### src/rtl/fetch_stage_pkg.sv
// Shared constants and helpers for the MIPS fetch stage and its F/D register.
package fetch_stage_pkg;

   localparam logic [31:0] PC_RESET   = 32'h0000_3000;
   localparam logic [31:0] PC_HANDLER = 32'h0000_4180;
   localparam logic [31:0] IM_LO_ADDR = 32'h0000_3000;
   localparam logic [31:0] IM_HI_ADDR = 32'h0000_6FFF;

   localparam int EXCCODE_SIZE = 5;
   localparam logic [EXCCODE_SIZE-1:0] EXCCODE_NONE = 5'd0;
   localparam logic [EXCCODE_SIZE-1:0] EXCCODE_ADEL = 5'd4;

   typedef enum logic [1:0] {
      FdHold   = 2'd0,
      FdLoad   = 2'd1,
      FdBubble = 2'd2
   } fd_ctl_e;

   // Misaligned or outside the instruction memory window.
   function automatic logic fetch_fault(input logic [31:0] pc,
                                        input logic [31:0] lo,
                                        input logic [31:0] hi);
      return (pc[1:0] != 2'b00) || (pc < lo) || (pc > hi);
   endfunction

endpackage

### src/rtl/fetch_stage_fd_reg.sv
// F/D pipeline register: loads the current fetch, holds on stall, or inserts a bubble.
module fd_reg
   import fetch_stage_pkg::*;
(
   input  logic                    clk,
   input  logic                    reset,
   input  logic [1:0]              ctl,
   input  logic [31:0]             load_instr,
   input  logic [31:0]             load_pc,
   input  logic [EXCCODE_SIZE-1:0] load_exccode,
   input  logic                    load_bd,
   input  logic [31:0]             bubble_pc,
   output logic [31:0]             d_instr,
   output logic [31:0]             d_pc,
   output logic [EXCCODE_SIZE-1:0] d_exccode,
   output logic                    d_bd
);

   always_ff @(posedge clk) begin
      if (reset) begin
         d_instr   <= '0;
         d_pc      <= '0;
         d_exccode <= EXCCODE_NONE;
         d_bd      <= 1'b0;
      end else begin
         case (ctl)
            FdLoad: begin
               d_instr   <= load_instr;
               d_pc      <= load_pc;
               d_exccode <= load_exccode;
               d_bd      <= load_bd;
            end
            FdBubble: begin
               d_instr   <= '0;
               d_pc      <= bubble_pc;
               d_exccode <= EXCCODE_NONE;
               d_bd      <= 1'b0;
            end
            default: ;
         endcase
      end
   end

endmodule

### src/rtl/fetch_stage.sv
// MIPS F stage: PC register, next-PC selection, fetch address check and F/D register.
module fetch_stage
   import fetch_stage_pkg::*;
#(
   parameter logic [31:0] RESET_PC   = PC_RESET,
   parameter logic [31:0] HANDLER_PC = PC_HANDLER,
   parameter logic [31:0] IM_LO      = IM_LO_ADDR,
   parameter logic [31:0] IM_HI      = IM_HI_ADDR
) (
   input  logic                    clk,
   input  logic                    reset,
   input  logic                    stall,
   input  logic                    req,
   input  logic                    eret,
   input  logic [31:0]             epc,
   input  logic                    npc_sel,
   input  logic [31:0]             npc_target,
   input  logic                    d_is_branch,
   output logic [31:0]             imem_addr,
   input  logic [31:0]             imem_rdata,
   output logic [31:0]             d_instr,
   output logic [31:0]             d_pc,
   output logic [EXCCODE_SIZE-1:0] d_exccode,
   output logic                    d_bd
);

   logic [31:0]             pc_q;
   logic [31:0]             pc_d;
   logic                    fault;
   logic [31:0]             fetch_instr;
   logic [EXCCODE_SIZE-1:0] fetch_exccode;
   fd_ctl_e                 fd_ctl;
   logic [31:0]             bubble_pc;

   assign imem_addr     = pc_q;
   assign fault         = fetch_fault(pc_q, IM_LO, IM_HI);
   assign fetch_instr   = fault ? 32'h0 : imem_rdata;
   assign fetch_exccode = fault ? EXCCODE_ADEL : EXCCODE_NONE;

   // A faulting pc still advances; the fault travels down as d_exccode only.
   always_comb begin
      pc_d      = pc_q;
      fd_ctl    = FdHold;
      bubble_pc = pc_q;
      if (req) begin
         pc_d      = HANDLER_PC;
         fd_ctl    = FdBubble;
         bubble_pc = HANDLER_PC;
      end else if (stall) begin
         pc_d   = pc_q;
         fd_ctl = FdHold;
      end else if (eret) begin
         pc_d   = epc;
         fd_ctl = FdBubble;
      end else if (npc_sel) begin
         pc_d   = npc_target;
         fd_ctl = FdLoad;
      end else begin
         pc_d   = pc_q + 32'd4;
         fd_ctl = FdLoad;
      end
   end

   always_ff @(posedge clk) begin
      if (reset) begin
         pc_q <= RESET_PC;
      end else begin
         pc_q <= pc_d;
      end
   end

   fd_reg u_fd_reg (
      .clk          (clk),
      .reset        (reset),
      .ctl          (fd_ctl),
      .load_instr   (fetch_instr),
      .load_pc      (pc_q),
      .load_exccode (fetch_exccode),
      .load_bd      (d_is_branch),
      .bubble_pc    (bubble_pc),
      .d_instr      (d_instr),
      .d_pc         (d_pc),
      .d_exccode    (d_exccode),
      .d_bd         (d_bd)
   );

endmodule

### config.mk
export PLATFORM = sky130hd
export DESIGN_NAME = fetch_stage
export DESIGN_NICKNAME = d
export VERILOG_FILES = /design/src/rtl/fetch_stage_pkg.sv /design/src/rtl/fetch_stage_fd_reg.sv /design/src/rtl/fetch_stage.sv
export SDC_FILE = /design/constraint.sdc
export NUM_CORES = 1
export LEC_CHECK = 0
export ABC_AREA = 1
export BUFFER_PORTS_ARGS = -buffer_cell sky130_fd_sc_hd__buf_2
export CAP_MARGIN = 20
export CORE_ASPECT_RATIO = 1.2
export CORE_MARGIN = 4
export CORE_UTILIZATION = 25
export DETAILED_ROUTE_END_ITERATION = 16
export GPL_ROUTABILITY_DRIVEN = 0
export PLACE_DENSITY = 0.51
export SLEW_MARGIN = 20
export SYNTH_ARGS = -nofsm -noshare
export SYNTH_HDL_FRONTEND = slang
export SYNTH_SLANG_ARGS = --single-unit
export TNS_END_PERCENT = 1
### constraint.sdc
create_clock -name clk -period 1.8 [get_ports clk]
set_clock_uncertainty 0.2 [all_clocks]
set_input_delay 0.36 -clock clk [delete_from_list [all_inputs] [get_ports clk]]
set_output_delay 0.36 -clock clk [all_outputs]
set_load 0.05 [all_outputs]
-- After elaboration in Yosys (flattened, before gate mapping)
Index checks and enable logic that the tools add are counted.
- mux-type cells: 14
- add/subtract/negate cells: 1
- eq/ne operators: 3
- reductions and logical operators: 5
- multipliers: 0
- shifts and indexed selects: 0
- order comparisons: 2
- bitwise operators: 0
- div/mod/pow operators: 0
- operators by type and width (operator ; number):
    $mux W32 ; 4
    $pmux W32 S2 ; 2
    $add A32 B3 Y32 const B ; 1
    $gt A32 B15 Y1 const B ; 1
    $lt A32 B14 Y1 const B ; 1
    $mux W15 ; 2
    $pmux W5 S2 ; 1
    $mux W2 ; 3
    $reduce_bool A2 Y1 ; 2
    $mux W3 ; 1
    $eq A2 B1 Y1 const B ; 1
    $eq A2 B2 Y1 const B ; 1
    $logic_or A1 B1 Y1 ; 2
    $ne A2 B1 Y1 const B ; 1
    $pmux W1 S2 ; 1
    $reduce_or A2 Y1 ; 1
- latch bits: 0
- bits in read-only memories: 0
- memories: 0
- memory bits (writable): 0
- output and inout port bits: 102
- bits in registers: 102

-- Longest topological paths before layout
- word-level depth: 5
- depth in mapped cells: 12
- depth with buffers taken out: 11

-- Modules after synthesis
From an unflattened synthesis, not the netlist that was laid out.
- cells, all modules: 1052
- area, all modules: 6206.0 µm²
- modules (own cells, without submodules) (module ; times used ; area each (µm²) ; cells each ; sequential area each (µm²)):
    fetch_stage ; 1 ; 3275.6 ; 611 ; 640.6
    fd_reg ; 1 ; 2930.3 ; 441 ; 1401.3

-- Least setup slack after synthesis
No wires, ideal clock.
- path type: register to register
- from: register pc_q[2] (netlist: imem_addr[2])
- to: register pc_q[16] (netlist: imem_addr[16])
- path buffers: 0
- library setup time: 0.130 ns
- required time: 1.470 ns
- stages on the path, launching flop included: 9
- slack: -0.353 ns
- arrival time: 1.823 ns
- clock period less this slack: 2.153 ns
- cell sequence: dfxtp_1 ha_1 nand3_2 nor2_4 inv_1 o21ai_0 nand3_1 a21oi_1 nor2_1
- word-level cells in the longest chain between the ends: 3
- ends and longest elaborated chain (element ; line ; text):
    start, declared ; fetch_stage.sv:27 ; logic [31:0] pc_q;
    start signal, assigned ; fetch_stage.sv:68 ; pc_q <= pc_d;
    $add A32 B3 Y32 ; fetch_stage.sv:59 ; pc_d = pc_q + 32'd4;
    $mux W32 ; fetch_stage.sv:55 ; end else if (npc_sel) begin
    $mux W32 ; fetch_stage.sv:52 ; end else if (eret) begin
Every way passes these cells.
A chain may end at the register's enable or synchronous reset.

-- Final worst setup path
- from: register pc_q[17] (netlist: imem_addr[17])
- to: output imem_addr[17]
- RTL lines (element ; line ; text):
    end, declared ; fetch_stage.sv:19 ; output logic [31:0] imem_addr,
No word-level cell between the ends.

==> impl.org <==
** Cells and area
- Utilization after layout :: 0.353
- The final layout contains 1135 nets.
- Layout cells sized above 1 :: 0.379
- Compared with the post-synthesis result, the final layout area differs by 37.6%.

** Die
- Row count :: 58
- Core footprint :: 21200 sq um
- Die Height :: 169 um
- Area of the die :: 24200 sq um
- Number of top-level design ports :: 205
- For this configuration, the core starts out at a cell density of 0.256.
- From left edge to right edge, the die measures 143 um.

** Placement
- In this run the tool buffered the top-level ports with 200 buffer cells.
- At the placement stage, the worst setup path has a slack of 63.9 ps.
- Detailed placer's ending HPWL :: 15900 um

** Pwr
- The worst-case IR drop observed on VDD is 445 uV.
- In this run the power spent charging and discharging nets is 0.00170 W.
- Of the total power, registers draw 0.431.
- Static leakage :: 3.09 nW
- Switching share of total power :: 0.325
- Clock network fraction of design power :: 0.373
- The share of total power dissipated in combinational logic is 0.196.
- Internal Power :: 0.00354 W
- Power per Cell Area :: 701 nW/um^2

** Clock network
- In this run, CTS created clock tree buffers numbering 9.
- Clock-pin slew was measured on the worst setup and hold paths at 80 ps.
- Library cell used as clock root buffer :: sky130_fd_sc_hd__clkbuf_16
- No sink is reached through more buffers than the 2 on the longest clock path.
- Clock latency on the worst-skew pair, taken at its later pin, is 360 ps.
- The number of hold buffers added after CTS was 0.
- The clock tree synthesis step divided the H-tree into 3 levels.
- CTS saw 98 sinks.
- TritonCTS built the clock tree.

** Timing
- Count of final setup violators :: 0
- Share of the clock period used by the worst path :: 0.968
- Setup repair after global routing missed its margin :: yes
- The worst path meets setup with 58.3 ps of slack.
- The final max-slew violation count is 0.
- Maximum clock rate :: 574 MHz
- The hold violation count in the final report came to 0.
- After layout, the minimum clock period comes to 1740 ps.

** Synthesis
- Cells after Synth :: 799
- In this run the cell area of the synthesized design comes to 5430 sq um.
- For this run, the register share of the synthesized area comes to 0.361.
- Average cell area after synthesis :: 6.80 sq um
- Largest cells by area after synthesis :: sky130_fd_sc_hd__dfxtp_1 36%, sky130_fd_sc_hd__nand2_1 17%, sky130_fd_sc_hd__nor2_1 7.0%
- Of the post-synthesis cell area, the dominant cell type holds 0.361.
- Number of synthesized register bits :: 98
- Synth Warn # :: 0
- The netlist uses 31 different library cells.
- Leading area contributor after synthesis :: sky130_fd_sc_hd__dfxtp_1

** Drt
- Dividing the detail-routed wire length by the instance count gives 15.7 um.
- Detailed router's first-iteration violation count :: 307
- Vias :: 5989
- Vias per Instance :: 4.58
- Final routed DRC violation total :: 0
- The detail route stage leaves a number of antenna-violating nets equal to 0.
- For this block, the routed nets add up to 20500 um of wire.
- Number of search-and-repair iterations in the first detailed-routing pass :: 5

** Global route
- After global routing the overflow that remains totals 0.
- Overall global routing resource usage :: 0.167
- The first global-routing pass estimated 32000 um of wire.
- Entering global routing, the biggest net connects 64 pins.
- The number of antenna violations at the first check in global routing was 3.
- Number of global-route vias before repair :: 5943

** Setup path
- Signal arrival time at the worst endpoint :: 1180 ps
- Largest fanout on the critical path :: 5
- STA classifies the critical path endpoint as an output pin.
- The worst setup path is launched from a flip-flop.
- The setup path with the least slack is of type flip-flop to output pin.
- Worst reg-to-reg setup slack :: 130 ps
- Required time worst endpoint :: 1240 ps

** Outcome
- The run finished with clean final reports.

** Min path
- Worst hold-check path type :: input port to flip-flop

** Flow run
- Max-cap violations in this run came to 0.
metal layers:
layer  track usage  wire (um)  up-vias
li1              -          -     3033
met2         0.284      10000      190
met3        0.0406       1310       23
met4        0.0418        359        4
met5             0         14        -
met1         0.213       8810     2739
layout by cell type (no fill, tap or decap), types with 3 or more instances in the layout:
master                      instances
sky130_fd_sc_hd__dfxtp_1           85
sky130_fd_sc_hd__buf_12            11
sky130_fd_sc_hd__nand3_2           30
sky130_fd_sc_hd__inv_1             56
sky130_fd_sc_hd__dfxtp_4            4
sky130_fd_sc_hd__a31oi_1            7
sky130_fd_sc_hd__nand2_1          240
sky130_fd_sc_hd__nand2_2            7
sky130_fd_sc_hd__a21oi_2           35
sky130_fd_sc_hd__buf_4             52
sky130_fd_sc_hd__nor2_4             5
sky130_fd_sc_hd__inv_6              3
sky130_fd_sc_hd__xor2_1             3
sky130_fd_sc_hd__a21oi_1           54
sky130_fd_sc_hd__inv_2              4
sky130_fd_sc_hd__nand3_1           43
sky130_fd_sc_hd__nor2_1            94
sky130_fd_sc_hd__dfxtp_2            9
sky130_fd_sc_hd__nor2_2            16
sky130_fd_sc_hd__o21ai_0           39
sky130_fd_sc_hd__clkbuf_16          9
sky130_fd_sc_hd__buf_2            200
sky130_fd_sc_hd__conb_1             4
sky130_fd_sc_hd__nand4_1            7
power by group through the flow:
stage          combinational, W  clock [W]  sequential [W]
2_1_floorplan          0.000461          0         0.00249
3_3_place_gp            0.00103          0         0.00231
3_5_place_dp            0.00103          0         0.00231
4_1_cts                 0.00104    0.00203         0.00226
5_1_grt                 0.00112    0.00211         0.00227
6_report                0.00103    0.00195         0.00226
cell type report:
| class | count | area, sq um |
|---|---|---|
| fillers | 2359 | 13700 |
| multi-input cells | 597 | 3010 |
| inverters | 62 | 233 |
| repair buffers | 263 | 1610 |
| clock inverters | 7 | 66.3 |
| diodes | 2 | 5.00 |
| clock buffers | 9 | 225 |
| well taps | 270 | 338 |
| flip-flops and latches | 98 | 1990 |
Yosys cell counts (all sizes together):
library cell	n
buf	27
o21ai	42
a221oi	2
clkinv	3
conb	1
nand4	7
a21oi	89
nand2	247
xnor2	1
inv	59
dfxtp	98
o211ai	2
nand3	74
ha	1
clkbuf	18
a31oi	7
a211oi	2
xor2	3
nor2	116
stage by stage:
stage                     instances  cell area [sq um]  TNS, ps  hold WS (ps)  total power, W
after floorplan                 802               5460    -24.0           291         0.00295
after CTS                      1304               7420        0          29.4         0.00533
after detailed placement       1288               7120        0           250         0.00334
after global routing           1307               7470    -32.1          26.4         0.00550
after global placement         1288               7120        0           248         0.00334
final                          1308               7470        0          41.5         0.00524
worst max-delay path, stage by stage, from the launching register on:
cell and delay [ps]:
sky130_fd_sc_hd__dfxtp_1 410, sky130_fd_sc_hd__buf_4 160, sky130_fd_sc_hd__buf_2 260
final timing paths:
check / start / end / cells after the start
worst min-delay path: imem_rdata[19] / u_fd_reg.d_instr[19] / 3
worst min register to register: u_fd_reg.d_pc[21] / u_fd_reg.d_pc[21] / 2
worst max register to register: imem_addr[9] / imem_addr[29] / 8
worst max-delay path: imem_addr[17] / imem_addr[17] / 2
registers in the layout, indices dropped and copies added, names as in the netlist, named ones only:
name                count
u_fd_reg.d_exccode      1
u_fd_reg.d_instr       32
u_fd_reg.d_bd           1
imem_addr              30
u_fd_reg.d_pc          32
what timing repair did:
action                                  CTS  global route
gates resized for setup                   0            13
buffers inserted                          0             2
endpoints found under the setup margin    0            49
cell families after synthesis:
| group | share of synthesized area |
|---|---|
| simple gates | 0.372 |
| compound gates | 0.162 |
| buf+inv | 0.0954 |
| flops | 0.361 |
| xor+xnor | 0.00645 |
| fa+ha+maj | 0.00230 |
| other cells | 0.000690 |
Note: power is estimated with default switching activity, not from simulation.
